## src/rtl/alt_ddrx_odt_pkg.sv

```systemverilog
// Shared ODT timing helpers: output-register delay, write latency, and tap thresholds.
// Latency: none (constants and pure functions only).
// Backpressure: none.
package alt_ddrx_odt_pkg;

  // A write window starts 4 cycles ahead of tcwl. A read window starts 3 cycles ahead.
  localparam int unsigned ODT_WR_THRESH = 4;
  localparam int unsigned ODT_RD_THRESH = 3;

  // Extra cycles added by a registered AFI output stage: 1 full-rate beat, or 2 half-rate beats.
  function automatic int unsigned odt_regd(input int unsigned output_regd,
                                           input int unsigned dwidth_ratio);
    if (output_regd == 0) return 0;
    return (dwidth_ratio == 4) ? 2 : 1;
  endfunction

  // Write latency as seen by the ODT logic. The caller truncates it to its bus width.
  function automatic int unsigned odt_tcwl(input int unsigned tcl,
                                           input int unsigned al,
                                           input int unsigned regd);
    return tcl + al + regd - 1;
  endfunction

endpackage

```

## src/rtl/alt_ddrx_odt_mask_pipe.sv

```systemverilog
// Delays a per-command rank mask and taps it where the ODT generator opens its window.
// Latency: 0 cycles below the threshold, otherwise 1..2**TCL_BUS_WIDTH cycles.
// Backpressure: none; the pipe shifts every cycle.
module alt_ddrx_odt_mask_pipe #(
  parameter int          MEM_IF_CS_WIDTH = 2,
  parameter int          TCL_BUS_WIDTH   = 4,
  parameter int          DWIDTH_RATIO    = 2,
  parameter int unsigned THRESH          = 4
) (
  input  logic                       ctl_clk,
  input  logic                       ctl_reset,
  input  logic [TCL_BUS_WIDTH-1:0]   tcwl,
  input  logic [MEM_IF_CS_WIDTH-1:0] mask,
  output logic [MEM_IF_CS_WIDTH-1:0] tap
);

  localparam int DEPTH = 2**TCL_BUS_WIDTH;

  logic [MEM_IF_CS_WIDTH-1:0] pipe [DEPTH];
  logic [TCL_BUS_WIDTH-1:0]   idx;

  // Shift register: entry 0 takes this cycle's mask, and each later entry is one cycle older.
  always_ff @(posedge ctl_clk or posedge ctl_reset) begin
    if (ctl_reset) begin
      for (int k = 0; k < DEPTH; k++) pipe[k] <= '0;
    end else begin
      pipe[0] <= mask;
      for (int k = 1; k < DEPTH; k++) pipe[k] <= pipe[k-1];
    end
  end

  // Tap select. Half rate covers two memory cycles per controller cycle, so the index is halved.
  always_comb begin
    idx = tcwl - TCL_BUS_WIDTH'(THRESH);
    if (DWIDTH_RATIO == 4) idx = idx >> 1;
    tap = (32'(tcwl) < THRESH) ? mask : pipe[idx];
  end

endmodule

```

## src/rtl/alt_ddrx_ddr2_odt_rank_map.sv

```systemverilog
// Maps the generator's rank-agnostic ODT windows onto per-chip-select ODT, using the cfg tables.
// Latency: combinational relative to int_odt_l/h; each mask is delayed to meet its window start.
// Backpressure: none; commands are accepted every cycle.
module alt_ddrx_ddr2_odt_rank_map
  import alt_ddrx_odt_pkg::*;
#(
  parameter int DWIDTH_RATIO      = 2,
  parameter int MEM_IF_CS_WIDTH   = 2,
  parameter int ADD_LAT_BUS_WIDTH = 3,
  parameter int TCL_BUS_WIDTH     = 4,
  parameter int CTL_OUTPUT_REGD   = 0
) (
  input  logic                                       ctl_clk,
  input  logic                                       ctl_reset,
  input  logic [TCL_BUS_WIDTH-1:0]                   mem_tcl,
  input  logic [ADD_LAT_BUS_WIDTH-1:0]               mem_add_lat,
  input  logic                                       do_write,
  input  logic                                       do_read,
  input  logic [MEM_IF_CS_WIDTH-1:0]                 to_chip,
  input  logic [MEM_IF_CS_WIDTH*MEM_IF_CS_WIDTH-1:0] cfg_write_odt_chip,
  input  logic [MEM_IF_CS_WIDTH*MEM_IF_CS_WIDTH-1:0] cfg_read_odt_chip,
  input  logic                                       int_odt_l,
  input  logic                                       int_odt_h,
  output logic [MEM_IF_CS_WIDTH-1:0]                 afi_odt_l,
  output logic [MEM_IF_CS_WIDTH-1:0]                 afi_odt_h,
  output logic                                       cmd_collision
);

  localparam int          CS        = MEM_IF_CS_WIDTH;
  localparam bit          HALF_RATE = (DWIDTH_RATIO == 4);
  localparam int unsigned REGD      = odt_regd(CTL_OUTPUT_REGD, DWIDTH_RATIO);

  logic [TCL_BUS_WIDTH-1:0] tcwl;
  logic [CS-1:0]            wsel, rsel, wmask, rmask;
  logic [CS-1:0]            tap_w, tap_r, tap, hold;
  logic                     win;

  // Register the write latency so the tap mux never sees a long add chain.
  always_ff @(posedge ctl_clk or posedge ctl_reset) begin
    if (ctl_reset) tcwl <= '0;
    else           tcwl <= TCL_BUS_WIDTH'(odt_tcwl(32'(mem_tcl), 32'(mem_add_lat), REGD));
  end

  // Per-command termination mask: OR the table rows of every targeted rank. A write wins over a read.
  always_comb begin
    wsel = '0;
    rsel = '0;
    for (int r = 0; r < CS; r++) begin
      if (to_chip[r]) begin
        wsel = wsel | cfg_write_odt_chip[r*CS +: CS];
        rsel = rsel | cfg_read_odt_chip[r*CS +: CS];
      end
    end
    wmask = do_write ? wsel : '0;
    rmask = (do_read && !do_write) ? rsel : '0;
  end

  // A sticky flag records that a write and a read were issued together. It clears only on reset.
  always_ff @(posedge ctl_clk or posedge ctl_reset) begin
    if (ctl_reset)                cmd_collision <= 1'b0;
    else if (do_write && do_read) cmd_collision <= 1'b1;
  end

  alt_ddrx_odt_mask_pipe #(
    .MEM_IF_CS_WIDTH (CS),
    .TCL_BUS_WIDTH   (TCL_BUS_WIDTH),
    .DWIDTH_RATIO    (DWIDTH_RATIO),
    .THRESH          (ODT_WR_THRESH)
  ) u_wpipe (
    .ctl_clk   (ctl_clk),
    .ctl_reset (ctl_reset),
    .tcwl      (tcwl),
    .mask      (wmask),
    .tap       (tap_w)
  );

  alt_ddrx_odt_mask_pipe #(
    .MEM_IF_CS_WIDTH (CS),
    .TCL_BUS_WIDTH   (TCL_BUS_WIDTH),
    .DWIDTH_RATIO    (DWIDTH_RATIO),
    .THRESH          (ODT_RD_THRESH)
  ) u_rpipe (
    .ctl_clk   (ctl_clk),
    .ctl_reset (ctl_reset),
    .tcwl      (tcwl),
    .mask      (rmask),
    .tap       (tap_r)
  );

  assign win = int_odt_l | int_odt_h;
  assign tap = tap_w | tap_r;

  // Hold accumulates taps while the window is open. A tap on the closing cycle seeds the next window.
  always_ff @(posedge ctl_clk or posedge ctl_reset) begin
    if (ctl_reset) hold <= '0;
    else           hold <= win ? (hold | tap) : tap;
  end

  // Gate the window with the rank mask. Reset forces ODT low without waiting for a clock.
  always_comb begin
    afi_odt_l = '0;
    afi_odt_h = '0;
    if (!ctl_reset) begin
      afi_odt_l = {CS{int_odt_l}} & (hold | tap);
      if (HALF_RATE) afi_odt_h = {CS{int_odt_h}} & (hold | tap);
    end
  end

endmodule

```

## config.mk

```make
export PLATFORM = sky130hd
export DESIGN_NAME = alt_ddrx_ddr2_odt_rank_map
export DESIGN_NICKNAME = d
export VERILOG_FILES = /design/src/rtl/alt_ddrx_odt_pkg.sv /design/src/rtl/alt_ddrx_odt_mask_pipe.sv /design/src/rtl/alt_ddrx_ddr2_odt_rank_map.sv
export SDC_FILE = /design/constraint.sdc
export NUM_CORES = 1
export LEC_CHECK = 0
export BUFFER_PORTS_ARGS = -buffer_cell sky130_fd_sc_hd__buf_2
export CORE_MARGIN = 3
export CORE_UTILIZATION = 62
export DETAILED_ROUTE_END_ITERATION = 12
export PLACE_DENSITY_LB_ADDON = 0.2
export SLEW_MARGIN = 25
export SYNTH_ARGS = -nofsm -noshare
export SYNTH_HDL_FRONTEND = slang
export SYNTH_SLANG_ARGS = --single-unit
```

## constraint.sdc

```tcl
create_clock -name ctl_clk -period 5.6 [get_ports ctl_clk]
set_clock_uncertainty 0.05 [all_clocks]
set_input_delay 0.56 -clock ctl_clk [delete_from_list [all_inputs] [get_ports ctl_clk]]
set_output_delay 0.56 -clock ctl_clk [all_outputs]
set_load 0.02 [all_outputs]
```

Word-level counts from Yosys, hierarchy flattened

Cells that the tools add are included.

Bits in registers: 71
Bits in latches: 0
RAM bits: 0
Bits in read-only memories: 0
Input port bits: 23
Output and inout port bits: 5
Word-level logic and storage cells: 70
Memories kept: 0

Add/sub/neg operators: 4
Multiply operators: 0
Div/mod/pow operators: 0
Magnitude comparators: 4
Eq/ne operators: 0
Shift operators: 0
Muxes and demuxes: 16
Bitwise logic cells: 8
Reductions and logical operators: 3

Operator list:

| kind                | count |
|---|---|
| $mux 2              | 14 |
| $bmux 2 s4          | 2 |
| $ge 5x5->1 const B  | 2 |
| $not 4->5           | 2 |
| $or 2x2->2          | 4 |
| $add 4x3->4         | 1 |
| $lt 4x2->1 const B  | 1 |
| $lt 4x3->1 const B  | 1 |
| $sub 4x1->4 const B | 1 |
| $sub 4x2->4 const B | 1 |
| $sub 4x3->4 const B | 1 |
| $and 2x2->2         | 1 |
| $logic_and 1x1->1   | 2 |
| $logic_not 1->1     | 1 |
| $or 1x1->1          | 1 |

Depth between registers and ports, before layout

Gate-level depths: netlist of run 1.

Depth after elaboration: 10
Gate-level depth with buffers: 8
Mapped depth without buffers: 8

Cells and area by module

From an unflattened synthesis of run 1, not the netlist that was laid out.

Cells, all modules: 180
Area total of the unflattened synthesis: 2,788.9 um^2

Modules (own cells, without submodules):

| module                            | instances | cells an instance | area an instance (um^2) | seq. area each (um^2) |
|---|---|---|---|---|
| alt_ddrx_odt_mask_pipe at u_rpipe | 1         | 70                | 1,222.4                 | 800.8 |
| alt_ddrx_odt_mask_pipe at u_wpipe | 1         | 60                | 1,127.3                 | 800.8 |
| alt_ddrx_ddr2_odt_rank_map        | 1         | 50                | 439.2                   | 175.2 |

Worst setup path before layout of run 1

OpenSTA, ideal clock, no wires.

Path kind: input port to output port
From: input ctl_reset
To: output afi_odt_l[0]
Arrival time: 2.648 ns
Data required time: 4.990 ns
Slack: 2.342 ns
Cell stages on the path: 3
Path buffers: 0
Cell sequence: inv_1 -> nand2_1 -> a21oi_1

Word-level cells in the longest chain between the ends: 1

RTL lines:

| what               | line                              | text |
|---|---|---|
| start: declaration | alt_ddrx_ddr2_odt_rank_map.sv:14  | `input logic ctl_reset,` |
| $mux 2             | alt_ddrx_ddr2_odt_rank_map.sv:103 | `if (!ctl_reset) begin` |
| end: declaration   | alt_ddrx_ddr2_odt_rank_map.sv:24  | `output logic [MEM_IF_CS_WIDTH-1:0] afi_odt_l,` |

Every way passes these cells.

Worst setup path after layout of run 1

From: register tcwl[0]
To: output afi_odt_l[1]

Word-level cells in the longest chain between the ends: 10
Elaborated cells between the ends (all ways): 18
Classes of those cells: add/sub: 2; order compare: 2; mux: 9; bitwise: 5

RTL lines:

| what                                       | line                              | text |
|---|---|---|
| start: declaration                         | alt_ddrx_ddr2_odt_rank_map.sv:33  | `logic [TCL_BUS_WIDTH-1:0] tcwl;` |
| start signal: assignment                   | alt_ddrx_ddr2_odt_rank_map.sv:41  | `else tcwl <= TCL_BUS_WIDTH'(odt_tcwl(32'(mem_tcl), 32'(mem_add_lat), REGD));` |
| $sub 4x3->4 or $sub 4x2->4 (tied branches) | alt_ddrx_odt_mask_pipe.sv:34      | `idx = tcwl - TCL_BUS_WIDTH'(THRESH);` |
| $not 4->5 (implied by the code)            | alt_ddrx_odt_mask_pipe.sv:36      | `tap = (32'(tcwl) < THRESH) ? mask : pipe[idx];` |
| $bmux 2 s4                                 | alt_ddrx_odt_mask_pipe.sv:36      |  |
| $mux 2 (implied by the code) (2 in a row)  | alt_ddrx_odt_mask_pipe.sv:36      |  |
| $mux 2                                     | alt_ddrx_odt_mask_pipe.sv:36      |  |
| $or 2x2->2 *                               | alt_ddrx_ddr2_odt_rank_map.sv:91  | `assign tap = tap_w \| tap_r;` |
| $or 2x2->2 *                               | alt_ddrx_ddr2_odt_rank_map.sv:104 | `afi_odt_l = {CS{int_odt_l}} & (hold \| tap);` |
| $and 2x2->2 *                              | alt_ddrx_ddr2_odt_rank_map.sv:104 |  |
| $mux 2 *                                   | alt_ddrx_ddr2_odt_rank_map.sv:103 |  |

Mark *: on every way between the ends. The rest lies on a longest branch, timed or not. The select of a mux whose other input is x is not followed.

==> results of run 1 <==
-- metrics by stage --
stage	hold slack, ps	setup slack [ps]
2_1_floorplan	296	2340
3_3_place_gp	299	2410
5_1_grt	326	1770
6_report	315	1990
4_1_cts	316	1940
3_5_place_dp	303	2320
-- layer usage --
metal	vias up	wire [um]	track usage	share of wire
met3	4	292	0.0748	0.062
met5	-	0	0	0
li1	692	-	-	-
met4	0	29	0.0615	0.0062
met1	799	2030	0.285	0.43
met2	55	2320	0.327	0.50
-- cell families after synthesis --
family / after synthesis / synth area share
DFF: 71 / 0.649
and+or+nand+nor: 30 / 0.0608
buffers and inverters: 23 / 0.0370
AOI/OAI and AO/OA: 21 / 0.0516
muxes: 21 / 0.145
adders and majority gates: 8 / 0.0393
xor gates and xnor gates: 4 / 0.0155
other: 1 / 0.00137
-- state kept, by name, summed over array words and instances (netlist names) --
signal,count
u_rpipe.pipe,32
cmd_collision,1
hold,2
u_wpipe.pipe,32
tcwl,4
-- cells in the final DEF, fill, tap and decap left out, drive strengths merged, types with 2 or more instances in the layout --
cell type / count
clkinvlp: 2
clkbuf: 11
conb: 2
bufinv: 2
o21ai: 7
nor2: 6
xor2: 2
inv: 16
a21oi: 5
buf: 26
nand3: 8
mux2i: 6
xnor2: 2
o2111ai: 2
ha: 7
nor3b: 2
nor2b: 3
nand2: 4
a22oi: 4
dfrtp: 71
mux4: 14
-- layout make-up --
class,count,area [um2],area share
Clock buffer,11,151,0.0484
Clock inverter,5,80.1,0.0256
Sequential cell,71,1780,0.568
Tap cell,50,62.6,0.0200
Multi-Input combinational cell,86,863,0.276
Timing Repair Buffer,26,133,0.0424
Inverter,16,60.1,0.0192
-- how the worst max path moves through the flow --
stage | startpoint | to | slack (ps) | cells past startpoint
after global routing | tcwl[0] | afi_odt_l[1] | 1770 | 7
after floorplan | ctl_reset | afi_odt_l[0] | 2340 | 3
final | tcwl[0] | afi_odt_l[1] | 1990 | 7
after CTS | tcwl[0] | afi_odt_l[1] | 1940 | 7
after detailed placement | tcwl[0] | afi_odt_l[1] | 2320 | 7
after global placement | tcwl[0] | afi_odt_l[1] | 2410 | 7
-- power by group --
group,switching (mW),internal (mW)
Clock,0.176,0.274
Combinational,0.0959,0.0934
Sequential,0.0393,0.549
Total,0.312,0.916
==> run_results.csv, run 1 <==
group,metric,value,unit
worst_setup_path,critPathRequiredTime,4990,ps
grt,grt_max_degree,73,
sta,worstMarginPinSlew,977,ps
worst_setup_path,ff2ff_path_depth,6,
clock_tree,cts_buffer_depth,2,
worst_setup_path,worstPathArrival,3000,ps
grt,antenna_found_initial,0,
floorplanning,die_h,72.5,um
drt,wl_per_cell,17.6,um
clock_tree,clock-sinks,71,
floorplanning,dieArea,5250,um2
clock_tree,ctsHoldBuffers,0,
yosys,synthDistinctLibCells,35,
cells_and_area,layoutNonFillerInstCount,265,
worst_setup_path,cpLargestDelayFamily,"flip-flops",
sta,rsz0062_at_grt,"no",
drt,drc,0,
clock_tree,clock_latency,330,ps
drt,viasPerCell,5.85,
floorplanning,io_pins,28,
place,port_buffers,25,
yosys,ys_warn_count,0,
yosys,yosysTopAreaCell,"dfrtp_1",
floorplanning,rows,23,
floorplanning,core,4120,um2
power,total_power,1.23,mW
cells_and_area,nets,241,
yosys,syn_avg_cell_area,15.3,um2
sta,finalHoldViolations,0,
grt,grt_pass1_wl,8020,um
place,dpl.hpwl,3300,um
grt,grt_util_all_layers,0.210,
clock_tree,htreeDepth,3,
worst_hold_path,whs_path_depth,0,
cells_and_area,stdcell_area,3130,um2
worst_hold_path,worstHoldStart,"u_wpipe.pipe[27]",
drt,drt_wl_total,4680,um
yosys,synth_edf_count,0,
yosys,syn_area,2740,um2
clock_tree,numCtsBuffers,9,
place,place_congestion,0.827,
sta,fmax,277,MHz
yosys,synth_most_common_cell,"dfrtp_1",
drt,dr.pass1.iters,5,
worst_setup_path,rr_endpoint,"hold[1]",
place,placed_area,2900,um2
worst_setup_path,critPathMaxStageDelay,990,ps
sta,tns,0,ps
yosys,ys_top_cells_by_area,"dfrtp_1 65%, mux4_2 9.0%, ha_1 3.2%",
floorplanning,die_x,72.5,um
sta,min_period,3610,ps
clock_tree,ctsResizeCount,0,
yosys,synthFlopType,"dfrtp_1",
power,power_per_cell_area,393,nW/um2
clock_tree,post-cts-setup-buffer-count,0,
yosys,netlist.area_leader.share,0.649,
worst_hold_path,hold_path.class,"register to register",
clock_tree,cts_tree,"yes",
power,ir_worst_vdd,294,uV
worst_setup_path,critical_path_buf_inv_count,1,
worst_setup_path,path_cells,"ha_1, mux4_2, mux2i_1, o2111ai_1, a211oi_2, a21oi_1, buf_2",
job,cap_violations,0,
worst_setup_path,critPathLaunchType,"register",
cells_and_area,fill_cells,250,
sta,fin_crit_sh,0.646,
worst_hold_path,hold_path_end,"u_wpipe.pipe[25]",
cells_and_area,syn_to_final_growth,14.2,%
worst_setup_path,path_class,"register to primary output",
sta,report.final.slew_viol_count,0,
grt,grt_pass1_vias,1633,
sta,finalSetupViolations,0,
cells_and_area,drive_above_1_share,0.274,
yosys,ys_seq_area_frac,0.649,
yosys,synthTopCellsByCount,"71 x dfrtp_1, 16 x inv_1, 11 x mux4_2",
worst_setup_path,crit_path_top_delay_cell,"dfrtp_1",
worst_setup_path,critPathCaptureType,"primary output",
drt,ant_nets,0,
place,post-place-cells,249,
cells_and_area,diodes,0,
grt,grt_overflow_total,0,
floorplanning,initial_utilization,0.665,
outcome,status,"completed",
yosys,synth_seq_cells,71,
drt,vias,1550,
yosys,async_flop_share,1.00,
drt,drt-initial-drc-count,99,
power,p_leak,1.55,nW
yosys,syn_inst,179,
clock_tree,cts.clk_slew.worst_paths,70,ps
worst_setup_path,rrSetupSlack,2940,ps
clock_tree,root_buffer,"clkbuf_8",
sta,slew_headroom,0.349,
cells_and_area,final_util,0.760,
worst_setup_path,cp_max_fo,21,
worst_setup_path,r2r_start,"tcwl[0]",
Note: power is estimated with default switching activity, not from simulation.
==> inputs of run 2 (changes only) <==
--- a/config.mk
+++ b/config.mk
@@ -7,7 +7,7 @@
 export LEC_CHECK = 0
 export BUFFER_PORTS_ARGS = -buffer_cell sky130_fd_sc_hd__buf_2
 export CORE_MARGIN = 3
-export CORE_UTILIZATION = 62
+export CORE_UTILIZATION = 57
 export DETAILED_ROUTE_END_ITERATION = 12
 export PLACE_DENSITY_LB_ADDON = 0.2
 export SLEW_MARGIN = 25
==> constraint.sdc (replaced) <==
create_clock -name ctl_clk -period 3.35 [get_ports ctl_clk]
set_clock_uncertainty 0.05 [all_clocks]
set_input_delay 0.335 -clock ctl_clk [delete_from_list [all_inputs] [get_ports ctl_clk]]
set_output_delay 0.335 -clock ctl_clk [all_outputs]
set_load 0.02 [all_outputs]
==> run 2 against run 1 <==
Against the previous run:
- count of clock-buffer cells in the layout down 2
- register-to-register slack lost 1900 ps
- sequential share of layout area shrank 0.27 points
- clock power up 69%
- global-route usage fell by 1.0 points
- non-clock buffer count rose by 2
- setup slack got worse by 1600 ps
- critical endpoint is now afi_odt_l[0]
- largest cell class unchanged
- highest routed layer unchanged
==> run_results.csv, run 2 (synthesis results as in run 1) <==
group,metric,value,unit
clock_tree,ctsResizeCount,0,
worst_setup_path,critPathRequiredTime,2960,ps
sta,whs,165,ps
sta,min_period,2980,ps
cells_and_area,final_cell_mix,"71 x dfrtp_1, 25 x buf_2, 15 x inv_1",
worst_hold_path,hold_path.class,"primary input to register",
place,placed_area,2910,um2
clock_tree,cts_tree,"yes",
sta,slew_headroom,0.445,
sta,fin_crit_sh,0.889,
drt,drc,0,
cells_and_area,final_common_cell,"dfrtp_1",
drt,dr.pass1.iters,4,
cells_and_area,nets,243,
cells_and_area,syn_to_final_growth,14.8,%
sta,rsz0062_at_grt,"no",
drt,drt_wl_total,4850,um
clock_tree,root_buffer,"clkbuf_8",
worst_setup_path,critPathLaunchType,"register",
place,port_buffers,25,
grt,grt_overflow_total,0,
cells_and_area,stdcell_area,3140,um2
place,post-place-cells,253,
clock_tree,clock-sinks,71,
grt,antenna_found_initial,0,
worst_setup_path,rr_endpoint,"hold[0]",
clock_tree,clock_latency,340,ps
clock_tree,numCtsBuffers,9,
grt,grt_max_degree,72,
outcome,status,"completed",
sta,worstMarginPinSlew,833,ps
worst_setup_path,crit_start,"tcwl[1]",
drt,wl_per_cell,18.0,um
cells_and_area,ff_latch_area,1780,um2
floorplanning,dieArea,5670,um2
worst_setup_path,rrSetupSlack,1080,ps
clock_tree,post-cts-setup-buffer-count,0,
sta,finalSetupViolations,0,
cells_and_area,final_util,0.698,
drt,drt-initial-drc-count,87,
cells_and_area,multi_input_area,863,um2
sta,finalHoldViolations,0,
power,p_leak,1.56,nW
place,dp_slack,758,ps
floorplanning,initial_utilization,0.608,
floorplanning,rows,24,
clock_tree,cts_buffer_depth,2,
worst_setup_path,cp_max_fo,12,
floorplanning,die_x,75.3,um
clock_tree,htreeDepth,3,
cells_and_area,fill_cells,301,
cells_and_area,top_regs,"u_rpipe.pipe: 32 flops, u_wpipe.pipe: 32 flops, tcwl: 4 flops",
drt,viasPerCell,5.82,
worst_setup_path,path_class,"register to primary output",
grt,grt_pass1_wl,7940,um
cells_and_area,diodes,0,
drt,ant_nets,0,
place,dpl.hpwl,3440,um
place,place_congestion,0.771,
worst_setup_path,r2r_start,"tcwl[1]",
worst_setup_path,worstPathArrival,2590,ps
power,total_power,2.06,mW
job,cap_violations,0,
sta,fmax,336,MHz
drt,vias,1565,
power,power_per_cell_area,656,nW/um2
worst_setup_path,critPathCapture,"afi_odt_l[0]",
floorplanning,die_h,75.3,um
grt,grt_util_all_layers,0.200,
cells_and_area,layoutNonFillerInstCount,269,
sta,tns,0,ps
clock_tree,ctsHoldBuffers,0,
worst_setup_path,critPathCaptureType,"primary output",
sta,setup_ws,371,ps
floorplanning,io_pins,28,
worst_setup_path,ff2ff_path_depth,6,
power,ir_worst_vdd,374,uV
grt,grt_pass1_vias,1578,
floorplanning,core,4500,um2
clock_tree,cts.clk_slew.worst_paths,80,ps
cells_and_area,drive_above_1_share,0.281,
sta,report.final.slew_viol_count,0,
-- run 2: changes by cell type in the layout (fill, tap and decap cells not counted) --
cell / previous run / this run
buf_4: 1 / 3
inv_8: 0 / 1
clkinvlp_4: 2 / 1
inv_6: 0 / 1
clkinv_4: 0 / 2
clkbuf_8: 11 / 9
clkinv_2: 1 / 0
-- run 2: worst min path at each step --
stage | start | end | slack, ps | cells after the start
2_1_floorplan | u_wpipe.pipe[13] | u_wpipe.pipe[11] | 300 | 0
3_3_place_gp | u_wpipe.pipe[13] | u_wpipe.pipe[11] | 300 | 0
3_5_place_dp | u_wpipe.pipe[6] | u_wpipe.pipe[4] | 310 | 0
4_1_cts | do_read | cmd_collision | 150 | 2
5_1_grt | do_read | cmd_collision | 170 | 2
6_report | do_read | cmd_collision | 170 | 2
-- run 2: routing by layer --
metal	track usage	wire length, um	up-vias
met5	0	0	-
met4	0.0680	16	0
met3	0.0726	334	2
met2	0.299	2420	58
met1	0.277	2080	806
li1	-	-	699
-- run 2: area by class of cell --
class	count	area share
tap	52	0.0207
clock inverter	7	0.0335
multi-input combinational	86	0.275
inverter	16	0.0191
clock buffer	9	0.0394
timing repair buffer	28	0.0470
sequential	71	0.566
-- run 2: critical path, stage by stage, from the launching register on --
cell	delay, ps
dfrtp_1	510
ha_1	570
mux4_2	360
mux2i_1	180
nor2_1	60
o21ai_0	300
a21oi_1	100
buf_2	170
-- run 2: where the power goes --
| part | switching, mW | total, mW | internal, mW |
|---|---|---|---|
| combinational | 0.186 | 0.347 | 0.161 |
| sequential | 0.0393 | 0.956 | 0.917 |
| clock | 0.331 | 0.760 | 0.429 |
| total | 0.556 | 2.06 | 1.51 |
